$ cat config.mk
export PLATFORM = sky130hd
export DESIGN_NAME = alu_seq
export DESIGN_NICKNAME = d
export VERILOG_FILES = /design/src/rtl/alu_seq.sv
export SDC_FILE = /design/constraint.sdc
export NUM_CORES = 1
export LEC_CHECK = 0
export BUFFER_PORTS_ARGS = -buffer_cell sky130_fd_sc_hd__buf_2
export CAP_MARGIN = 25
export CORE_MARGIN = 1.5
export CORE_UTILIZATION = 57
export DETAILED_ROUTE_END_ITERATION = 16
export HOLD_SLACK_MARGIN = 0.1
export PLACE_DENSITY_LB_ADDON = 0.08
export REMOVE_ABC_BUFFERS = 1
export SYNTH_ARGS = -nofsm -noshare
export SYNTH_HDL_FRONTEND = slang
export SYNTH_SLANG_ARGS = --single-unit
$ cat constraint.sdc
create_clock -name i_clk -period 4.2 [get_ports i_clk]
set_input_delay 0.42 -clock i_clk [delete_from_list [all_inputs] [get_ports i_clk]]
set_output_delay 0.42 -clock i_clk [all_outputs]
set_load 0.01 [all_outputs]
$ cat src/rtl/alu_seq.sv
// alu_seq: handshaked EX-stage ALU with single-cycle logic/shift/compare ops and
// iterative signed/unsigned multiply; divide is built only when ALU_SEQ_DIV_EN is defined.
module alu_seq #(
    parameter int WIDTH   = 32,
    parameter int SHAMT_W = $clog2(WIDTH)
) (
    input  logic             i_clk,
    input  logic             i_reset,
    input  logic             i_in_valid,
    output logic             o_in_ready,
    input  logic [4:0]       i_op,
    input  logic [WIDTH-1:0] i_in1,
    input  logic [WIDTH-1:0] i_in2,
    output logic             o_out_valid,
    input  logic             i_out_ready,
    output logic [WIDTH-1:0] o_out,
    output logic [WIDTH-1:0] o_out_hi,
    output logic             o_zero
);

    typedef enum logic [1:0] {S_IDLE, S_BUSY, S_HOLD} state_t;

    state_t               r_state, w_state_nxt;
    logic [WIDTH-1:0]     r_out, r_out_hi;
    logic [WIDTH-1:0]     r_acc, r_lo, r_b;
    logic [SHAMT_W-1:0]   r_cnt;
    logic                 r_is_div, r_neg_lo, r_neg_hi, r_div0;

    logic                 w_accept, w_is_mul, w_is_div, w_multi, w_signed;
    logic                 w_s1, w_s2;
    logic [WIDTH-1:0]     w_mag1, w_mag2, w_alu;
    logic [SHAMT_W-1:0]   w_sh;
    logic [WIDTH:0]       w_msum;
    logic [WIDTH-1:0]     w_mul_hi, w_mul_lo, w_div_hi, w_div_lo;
    logic [WIDTH-1:0]     w_step_hi, w_step_lo, w_fin_hi, w_fin_lo;
    logic [2*WIDTH-1:0]   w_prod;

    assign w_accept = i_in_valid && o_in_ready;
    assign w_is_mul = (i_op == 5'h10) || (i_op == 5'h11);
    assign w_multi  = w_is_mul || w_is_div;
    assign w_signed = ~i_op[0];
    assign w_s1     = w_signed && i_in1[WIDTH-1];
    assign w_s2     = w_signed && i_in2[WIDTH-1];
    assign w_mag1   = w_s1 ? -i_in1 : i_in1;
    assign w_mag2   = w_s2 ? -i_in2 : i_in2;
    assign w_sh     = i_in1[SHAMT_W-1:0];

    always_comb begin
        w_alu = '0;
        case (i_op)
            5'h00: w_alu = i_in1 + i_in2;
            5'h01: w_alu = i_in1 - i_in2;
            5'h03: w_alu = i_in1 & i_in2;
            5'h04: w_alu = i_in1 | i_in2;
            5'h05: w_alu = i_in1 ^ i_in2;
            5'h06: w_alu = ~(i_in1 | i_in2);
            5'h07: w_alu = {{(WIDTH-1){1'b0}}, (i_in1 < i_in2)};
            5'h08: w_alu = {{(WIDTH-1){1'b0}}, ($signed(i_in1) < $signed(i_in2))};
            5'h09: w_alu = i_in2 << w_sh;
            5'h0A: w_alu = i_in2 >> w_sh;
            5'h0B: w_alu = $signed(i_in2) >>> w_sh;
            5'h0C: w_alu = {{(WIDTH-1){1'b0}}, (!i_in1[WIDTH-1] && (i_in1 != '0))};
            default: w_alu = '0;
        endcase
    end

    // Shift-add multiply: r_lo holds the multiplier and fills with product low bits.
    assign w_msum   = {1'b0, r_acc} + (r_lo[0] ? {1'b0, r_b} : {(WIDTH+1){1'b0}});
    assign w_mul_hi = w_msum[WIDTH:1];
    assign w_mul_lo = {w_msum[0], r_lo[WIDTH-1:1]};

`ifdef ALU_SEQ_DIV_EN
    logic [WIDTH:0] w_dshift, w_ddiff;
    logic           w_dge;
    assign w_is_div = (i_op == 5'h12) || (i_op == 5'h13);
    // Restoring divide: r_acc is the partial remainder, r_lo shifts dividend out and quotient in.
    assign w_dshift = {r_acc, r_lo[WIDTH-1]};
    assign w_ddiff  = w_dshift - {1'b0, r_b};
    assign w_dge    = (w_dshift >= {1'b0, r_b});
    assign w_div_hi = w_dge ? w_ddiff[WIDTH-1:0] : w_dshift[WIDTH-1:0];
    assign w_div_lo = {r_lo[WIDTH-2:0], w_dge};
`else
    assign w_is_div = 1'b0;
    assign w_div_hi = '0;
    assign w_div_lo = '0;
`endif

    assign w_step_hi = r_is_div ? w_div_hi : w_mul_hi;
    assign w_step_lo = r_is_div ? w_div_lo : w_mul_lo;
    assign w_prod    = r_neg_lo ? -{w_step_hi, w_step_lo} : {w_step_hi, w_step_lo};

    // Divide-by-zero keeps the all-ones quotient; the remainder fix-up restores in1.
    always_comb begin
        if (r_is_div) begin
            w_fin_lo = r_div0 ? '1 : (r_neg_lo ? -w_step_lo : w_step_lo);
            w_fin_hi = r_neg_hi ? -w_step_hi : w_step_hi;
        end else begin
            w_fin_lo = w_prod[WIDTH-1:0];
            w_fin_hi = w_prod[2*WIDTH-1:WIDTH];
        end
    end

    always_ff @(posedge i_clk) begin
        if (i_reset) r_state <= S_IDLE;
        else         r_state <= w_state_nxt;
    end

    always_comb begin
        w_state_nxt = r_state;
        o_in_ready  = 1'b0;
        case (r_state)
            S_IDLE: begin
                o_in_ready = 1'b1;
                if (i_in_valid) w_state_nxt = w_multi ? S_BUSY : S_HOLD;
            end
            S_BUSY: begin
                if (r_cnt == '0) w_state_nxt = S_HOLD;
            end
            S_HOLD: begin
                o_in_ready = i_out_ready;
                if (i_out_ready) begin
                    if (i_in_valid) w_state_nxt = w_multi ? S_BUSY : S_HOLD;
                    else            w_state_nxt = S_IDLE;
                end
            end
            default: w_state_nxt = S_IDLE;
        endcase
    end

    always_ff @(posedge i_clk) begin
        if (i_reset) begin
            r_out    <= '0;
            r_out_hi <= '0;
            r_acc    <= '0;
            r_lo     <= '0;
            r_b      <= '0;
            r_cnt    <= '0;
            r_is_div <= 1'b0;
            r_neg_lo <= 1'b0;
            r_neg_hi <= 1'b0;
            r_div0   <= 1'b0;
        end else if (w_accept) begin
            if (w_multi) begin
                r_acc    <= '0;
                r_lo     <= w_mag1;
                r_b      <= w_mag2;
                r_cnt    <= SHAMT_W'(WIDTH-1);
                r_is_div <= w_is_div;
                r_neg_lo <= w_s1 ^ w_s2;
                r_neg_hi <= w_s1;
                r_div0   <= (i_in2 == '0);
            end else begin
                r_out    <= w_alu;
                r_out_hi <= '0;
            end
        end else if (r_state == S_BUSY) begin
            r_acc <= w_step_hi;
            r_lo  <= w_step_lo;
            r_cnt <= r_cnt - 1'b1;
            if (r_cnt == '0) begin
                r_out    <= w_fin_lo;
                r_out_hi <= w_fin_hi;
            end
        end
    end

    assign o_out_valid = (r_state == S_HOLD);
    assign o_out       = r_out;
    assign o_out_hi    = r_out_hi;
    assign o_zero      = (r_out == '0);

endmodule

==> results of run 1 <==
## worst min path at each step
stage	to	slack (ns)	cells after the start	startpoint
global route	r_b[0]	0.34	3	i_in2[0]
finish	r_b[0]	0.34	3	i_in2[0]
floorplan	r_b[0]	0.43	2	r_b[0]
detailed placement	o_out_hi[26]	0.44	2	o_out_hi[26]
CTS	r_b[0]	0.32	3	i_in2[0]
global placement	o_out_hi[21]	0.43	2	o_out_hi[21]
## per-layer routing
layer  part of all wire  wire length (um)  up-vias
met2               0.44             36590     1719
li1                   -                 -     9954
met1               0.37             30490    10661
met3               0.12             10260      342
met5                  0                 0        -
met4              0.062              5140        0
## worst reg2reg max path: stages (launching register included)
cell	delay, ns
dfxtp_1	0.34
buf_4	0.17
and2_1	0.16
ha_1	0.33
a21o_1	0.27
a221o_1	0.41
o211ai_1	0.42
buf_4	0.19
a21oi_1	0.07
xnor2_1	0.18
nor3b_2	0.25
nand4b_1	0.16
or4b_4	0.64
o21ai_1	0.25
xor2_1	0.23
o21ai_1	0.09
## synthesized netlist by cell type (50+ instances only)
library cell  number  area (um2)
ha_1             133        1664
dfxtp_1          168        3363
nor2_1           348        1306
clkbuf_1         180       675.7
xnor2_1          129        1130
nand3_1           60       300.3
nor3_1            63       315.3
mux2i_1           50       500.5
nand2_1          219       822.0
a211oi_1          71       533.0
a21oi_1          222        1111
inv_1            111       416.7
o21ai_0          196       980.9
## sequential cells by signal, summed over array words and instances, names as in the netlist
| name | flops |
|---|---|
| r_b | 32 |
| r_neg_lo | 1 |
| r_lo | 32 |
| r_state | 2 |
| o_out_hi | 32 |
| r_cnt | 5 |
| r_acc | 32 |
| o_out | 32 |
## kinds of logic (layout without fill, tap and decap cells)
family,after synthesis,after routing,synth area share
and+or+nand+nor,899,899,0.2150
AOI/OAI and AO/OA,884,884,0.2983
buffers and inverters,327,403,0.06375
DFF,168,168,0.1740
xor gates and xnor gates,162,162,0.07339
adders and majority gates,136,136,0.08918
muxes,108,108,0.08646
## metrics by stage
step	TNS, ns	setup WS [ns]	total power, mW	util
floorplan	-64.98	-1.568	2.681	-
global placement	0	0.02140	3.414	0.6204
detailed placement	-0.3379	-0.1412	3.438	0.6207
CTS	0	0.001031	5.195	0.6410
global route	-1.115	-0.3283	5.433	0.6455
finish	-0.07678	-0.07678	5.303	0.6455
## cell type report
| cell class | count | area [um2] | share of cell area |
|---|---|---|---|
| inverter | 112 | 420.4 | 0.01947 |
| timing repair buffer | 259 | 1633 | 0.07563 |
| tap | 448 | 560.5 | 0.02596 |
| multi-input combinational | 2189 | 14960 | 0.6927 |
| clock buffer | 19 | 452.9 | 0.02098 |
| sequential | 168 | 3364 | 0.1558 |
| clock inverter | 13 | 203.9 | 0.009446 |
## power by group
| part | total [mW] | switching [mW] | internal (mW) | leakage, nW |
|---|---|---|---|---|
| combinational | 1.86 | 1.24 | 0.618 | 7.25 |
| sequential | 1.66 | 0.0325 | 1.62 | 1.36 |
| clock | 1.78 | 0.736 | 1.05 | 0.323 |
## timing repair
item                       CTS  global route
gates resized for setup      6            23
setup endpoints to repair    6             8
setup buffers                0             3
pin swaps                    0             4
## cells in the final DEF (no fill, tap or decap), types with 110 or more instances in the layout
master	n
nor2_1	343
nand2_1	218
a21oi_1	217
o21ai_0	196
dfxtp_1	167
buf_2	136
ha_1	132
xnor2_1	128
buf_4	120
inv_1	110
==> results.sh, run 1 <==
export IMPL_cts_path_max_buffers=2
export IMPL_finalClockSkew_ns=0.01454
export IMPL_synth_flop_cell="dfxtp_1"
export IMPL_p_leak_nw=8.928
export IMPL_setup_ws_ns=-0.07678
export IMPL_rows=67
export IMPL_async_reset_ff_frac=0
export IMPL_r2r_slack_ns=-0.08
export IMPL_n_antenna_cell=0
export IMPL_tightest_slew_ns=1.109
export IMPL_root_buffer="clkbuf_16"
export IMPL_reg2reg_to="o_out_hi[24]"
export IMPL_crit_required_ns=4.51
export IMPL_vias=22676
export IMPL_path_delay_family="compound AO/OA/AOI/OAI gates"
export IMPL_postRouteAntennaNets=0
export IMPL_num_io_pins=140
export IMPL_clock_sinks=168
export IMPL_dpl_cell_count=3173
export IMPL_die_y_um=187.2
export IMPL_cts_inserted_buffers=17
export IMPL_place_area_um2=20760
export IMPL_synth_edf_count=0
export IMPL_drv_slew=0
export IMPL_detail_route_iter0_violations=3562
export IMPL_cp_max_fo=9
export IMPL_dp_hpwl_mm=62.39
export IMPL_max_stage_delay_ns=0.64
export IMPL_critical_path_buf_inv_count=2
export IMPL_path_clk_slew_ns=0.07
export IMPL_wl_per_cell_um=25.71
export IMPL_antenna_found_initial=3
export IMPL_area_delta_synth_final_pct=11.67
export IMPL_cts_max_level=4
export IMPL_netlist_area_um2=19330
export IMPL_powerDensity_nw_per_um2=245.6
export IMPL_rr_startpoint="r_lo[0]"
export IMPL_timing_hold_ws_ns=0.3353
export IMPL_gp_congestion=1.041
export IMPL_violations="setup timing"
export IMPL_insertion_delay_ns=0.45
export IMPL_setup_viol=1
export IMPL_grt_max_degree=77
export IMPL_worst_ir_drop_vdd_uv=256.5
export IMPL_gr_total_overflow=0
export IMPL_wl_mm=82.48
export IMPL_synth_distinct_cells=84
export IMPL_drive_above_1_share=0.1482
export IMPL_grtUsageMet2=0.7142
export IMPL_firstDrtPassIters=8
export IMPL_finalHoldViolCount=0
export IMPL_endpoint="o_out_hi[24]"
export IMPL_path_cells="buf_4, and2_1, ha_1, a21o_1, a221o_1, o211ai_1, buf_4, a21oi_1, xnor2_1, nor3b_2, nand4b_1, or4b_4, o21ai_1, xor2_1, o21ai_1"
export IMPL_grt_total_usage=0.4522
export IMPL_worst_setup_path_start_kind="flop"
export IMPL_final_nets=2956
export IMPL_crit_arrival_ns=4.59
export IMPL_min_period_ns=4.277
export IMPL_ctsHoldBuffers=0
export IMPL_hold_path_class="in2reg"
export IMPL_critPathCaptureType="flop"
export IMPL_grt_pass1_wl_mm=122.6
export IMPL_first_global_vias=20788
export IMPL_ys_seq_elements=168
export IMPL_syn_inst=2684
export IMPL_slew_headroom=0.2587
export IMPL_busiest_layer="met2"
export IMPL_coreArea_um2=33450
export IMPL_avgSynthCellArea_um2=7.203
export IMPL_fill_cells=2924
export IMPL_die_w_um=187.2
export IMPL_fmax_mhz=233.8
export IMPL_r2r_cells=15
export IMPL_cts_tree="yes"
export IMPL_gr_usage_met1=0.5639
export IMPL_met3_usage=0.1156
export IMPL_outcome="complete, but fails checks"
export IMPL_drcViolationCount=0
export IMPL_crit_start="r_lo[0]"
export IMPL_initial_core_util=0.5780
export IMPL_design_area_um2=21590
export IMPL_yosysSeqAreaShare=0.1740
export IMPL_yosys_warnings=0
export IMPL_worst_path_stages=15
export IMPL_instances_no_fill=3208
export IMPL_max_cap_violations=0
export IMPL_post_route_period_util=1.018
export IMPL_numPortBuffers=139
export IMPL_cp_slowest_cell="or4b_4"
export IMPL_die_area_um2=35030
export IMPL_worst_setup_path_type="reg2reg"
export IMPL_vias_per_cell=7.069
Note: power is estimated with default switching activity, not from simulation.
==> inputs of run 2 (changes only) <==
--- a/config.mk
+++ b/config.mk
@@ -6,12 +6,11 @@
 export NUM_CORES = 1
 export LEC_CHECK = 0
 export BUFFER_PORTS_ARGS = -buffer_cell sky130_fd_sc_hd__buf_2
-export CAP_MARGIN = 25
 export CORE_MARGIN = 1.5
 export CORE_UTILIZATION = 57
 export DETAILED_ROUTE_END_ITERATION = 16
 export HOLD_SLACK_MARGIN = 0.1
-export PLACE_DENSITY_LB_ADDON = 0.08
+export PLACE_DENSITY = 0.79
 export REMOVE_ABC_BUFFERS = 1
 export SYNTH_ARGS = -nofsm -noshare
 export SYNTH_HDL_FRONTEND = slang
==> results.sh, run 2 (synthesis results as in run 1) <==
export IMPL_outcome="complete, no violations"
export IMPL_p_leak_nw=8.845
export IMPL_final_nets=2951
export IMPL_first_global_vias=21012
export IMPL_instances_no_fill=3203
export IMPL_n_antenna_cell=0
export IMPL_initial_core_util=0.5780
export IMPL_cp_slowest_cell="or4_4"
export IMPL_fill_cells=3036
export IMPL_root_buffer="clkbuf_16"
export IMPL_min_period_ns=4.116
export IMPL_die_area_um2=35030
export IMPL_drv_slew=0
export IMPL_die_y_um=187.2
export IMPL_critPathCaptureType="flop"
export IMPL_grt_pass1_wl_mm=123.7
export IMPL_worst_setup_path_start_kind="flop"
export IMPL_cts_tree="yes"
export IMPL_wl_per_cell_um=25.85
export IMPL_grt_max_degree=101
export IMPL_min_from="i_in2[0]"
export IMPL_wl_mm=82.78
export IMPL_final_cell_mix="343 x nor2_1, 219 x nand2_1, 218 x a21oi_1"
export IMPL_vias=22387
export IMPL_coreArea_um2=33450
export IMPL_drive_above_1_share=0.1448
export IMPL_post_route_period_util=0.9800
export IMPL_finalHoldViolCount=0
export IMPL_cts_max_level=4
export IMPL_clock_sinks=168
export IMPL_cts_inserted_buffers=17
export IMPL_fmax_mhz=243.0
export IMPL_critPathMostFrequentCell="or4_4"
export IMPL_num_io_pins=140
export IMPL_multi_input_area_um2=14920
export IMPL_hold_end="r_b[0]"
export IMPL_dpl_cell_count=3171
export IMPL_design_area_um2=21470
export IMPL_cp_max_fo=5
export IMPL_worst_setup_path_type="reg2reg"
export IMPL_gr_total_overflow=0
export IMPL_final_common_cell="nor2_1"
export IMPL_power_mw=5.081
export IMPL_hold_path_class="in2reg"
export IMPL_pre_cts_slack_ns=-0.07315
export IMPL_setup_viol=0
export IMPL_insertion_delay_ns=0.45
export IMPL_r2r_cells=13
export IMPL_fin_setup_tns_ns=0
export IMPL_cts_path_max_buffers=2
export IMPL_ctsHoldBuffers=0
export IMPL_gp_congestion=1.077
export IMPL_area_delta_synth_final_pct=11.03
export IMPL_numPortBuffers=139
export IMPL_crit_arrival_ns=4.44
export IMPL_postRouteAntennaNets=0
export IMPL_worst_ir_drop_vdd_uv=250.4
export IMPL_min_path_cells=3
export IMPL_drcViolationCount=0
export IMPL_max_cap_violations=0
export IMPL_setup_ws_ns=0.08400
export IMPL_place_area_um2=20780
export IMPL_reg2reg_to="o_out_hi[29]"
export IMPL_path_cells="and2_1, ha_1, fa_2, or4_4, a211oi_4, nand4bb_1, or4_4, nor3_4, nand4_1, nand3b_4, o41ai_2, xor2_1, o21ai_1"
export IMPL_max_stage_delay_ns=0.58
export IMPL_grt_total_usage=0.4574
export IMPL_vias_per_cell=6.989
export IMPL_antenna_found_initial=1
export IMPL_finalClockSkew_ns=0.01316
export IMPL_powerDensity_nw_per_um2=236.7
export IMPL_crit_required_ns=4.52
export IMPL_seqCellArea_um2=3364
export IMPL_die_w_um=187.2
export IMPL_rr_startpoint="r_lo[0]"
export IMPL_dp_hpwl_mm=63.37
export IMPL_path_clk_slew_ns=0.07
export IMPL_slew_headroom=0.1584
export IMPL_crit_start="r_lo[0]"
export IMPL_detail_route_iter0_violations=3252
export IMPL_tightest_slew_ns=1.258
export IMPL_r2r_slack_ns=0.08
export IMPL_rows=67
export IMPL_firstDrtPassIters=6
==> run 2: layout make-up <==
class / count / area share
Tap cell: 448 / 0.02611
Multi-Input combinational cell: 2189 / 0.6951
Clock inverter: 13 / 0.006237
Sequential cell: 168 / 0.1567
Inverter: 112 / 0.01958
Timing Repair Buffer: 254 / 0.07606
Clock buffer: 19 / 0.02017
==> run 2: timing repair <==
| item | in CTS | in global routing |
|---|---|---|
| hold endpoints to repair | 0 | 0 |
| setup buffers | 0 | 0 |
| setup endpoints to repair | 7 | 8 |
| gates cloned | 0 | 0 |
| pin swaps | 0 | 4 |
| gates resized for setup | 2 | 25 |
==> run 2: worst max path at each step <==
stage                               to  slack (ns)  depth (start not counted)
after floorplan               r_lo[21]       -1.57                          8
after global placement    o_out_hi[28]        0.01                         14
after detailed placement  o_out_hi[30]       -0.07                         14
after CTS                 o_out_hi[29]        0.03                         14
after global routing      o_out_hi[29]       -0.12                         13
final                     o_out_hi[29]        0.08                         13
==> run 2: stage by stage <==
stage	util	hold slack [ns]
floorplan	-	0.4257
global placement	0.6213	0.4301
detailed placement	0.6213	0.4386
CTS	0.6384	0.3234
global route	0.6418	0.3271
finish	0.6418	0.3443
==> run 2: layer usage <==
metal | routed length (um) | vias to the layer above | GRT usage
li1 | - | 9945 | -
met1 | 30510 | 10463 | 0.5707
met2 | 35950 | 1647 | 0.7116
met3 | 10350 | 330 | 0.1118
met4 | 5966 | 2 | 0.2807
met5 | 9 | - | 0
==> run 2: where the power goes <==
| part | leakage, nW | internal, mW | switching [mW] |
|---|---|---|---|
| Sequential | 1.36 | 1.63 | 0.0329 |
| Clock | 0.273 | 0.834 | 0.715 |
| Combinational | 7.21 | 0.627 | 1.25 |
==> run 2: critical path: cells and delay by family (launching register included) <==
kind,cells,cell delay [ns]
simple gates,7,2.01
compound gates,3,0.74
fa+ha+maj,2,0.67
flops,1,0.40
xor+xnor,1,0.19
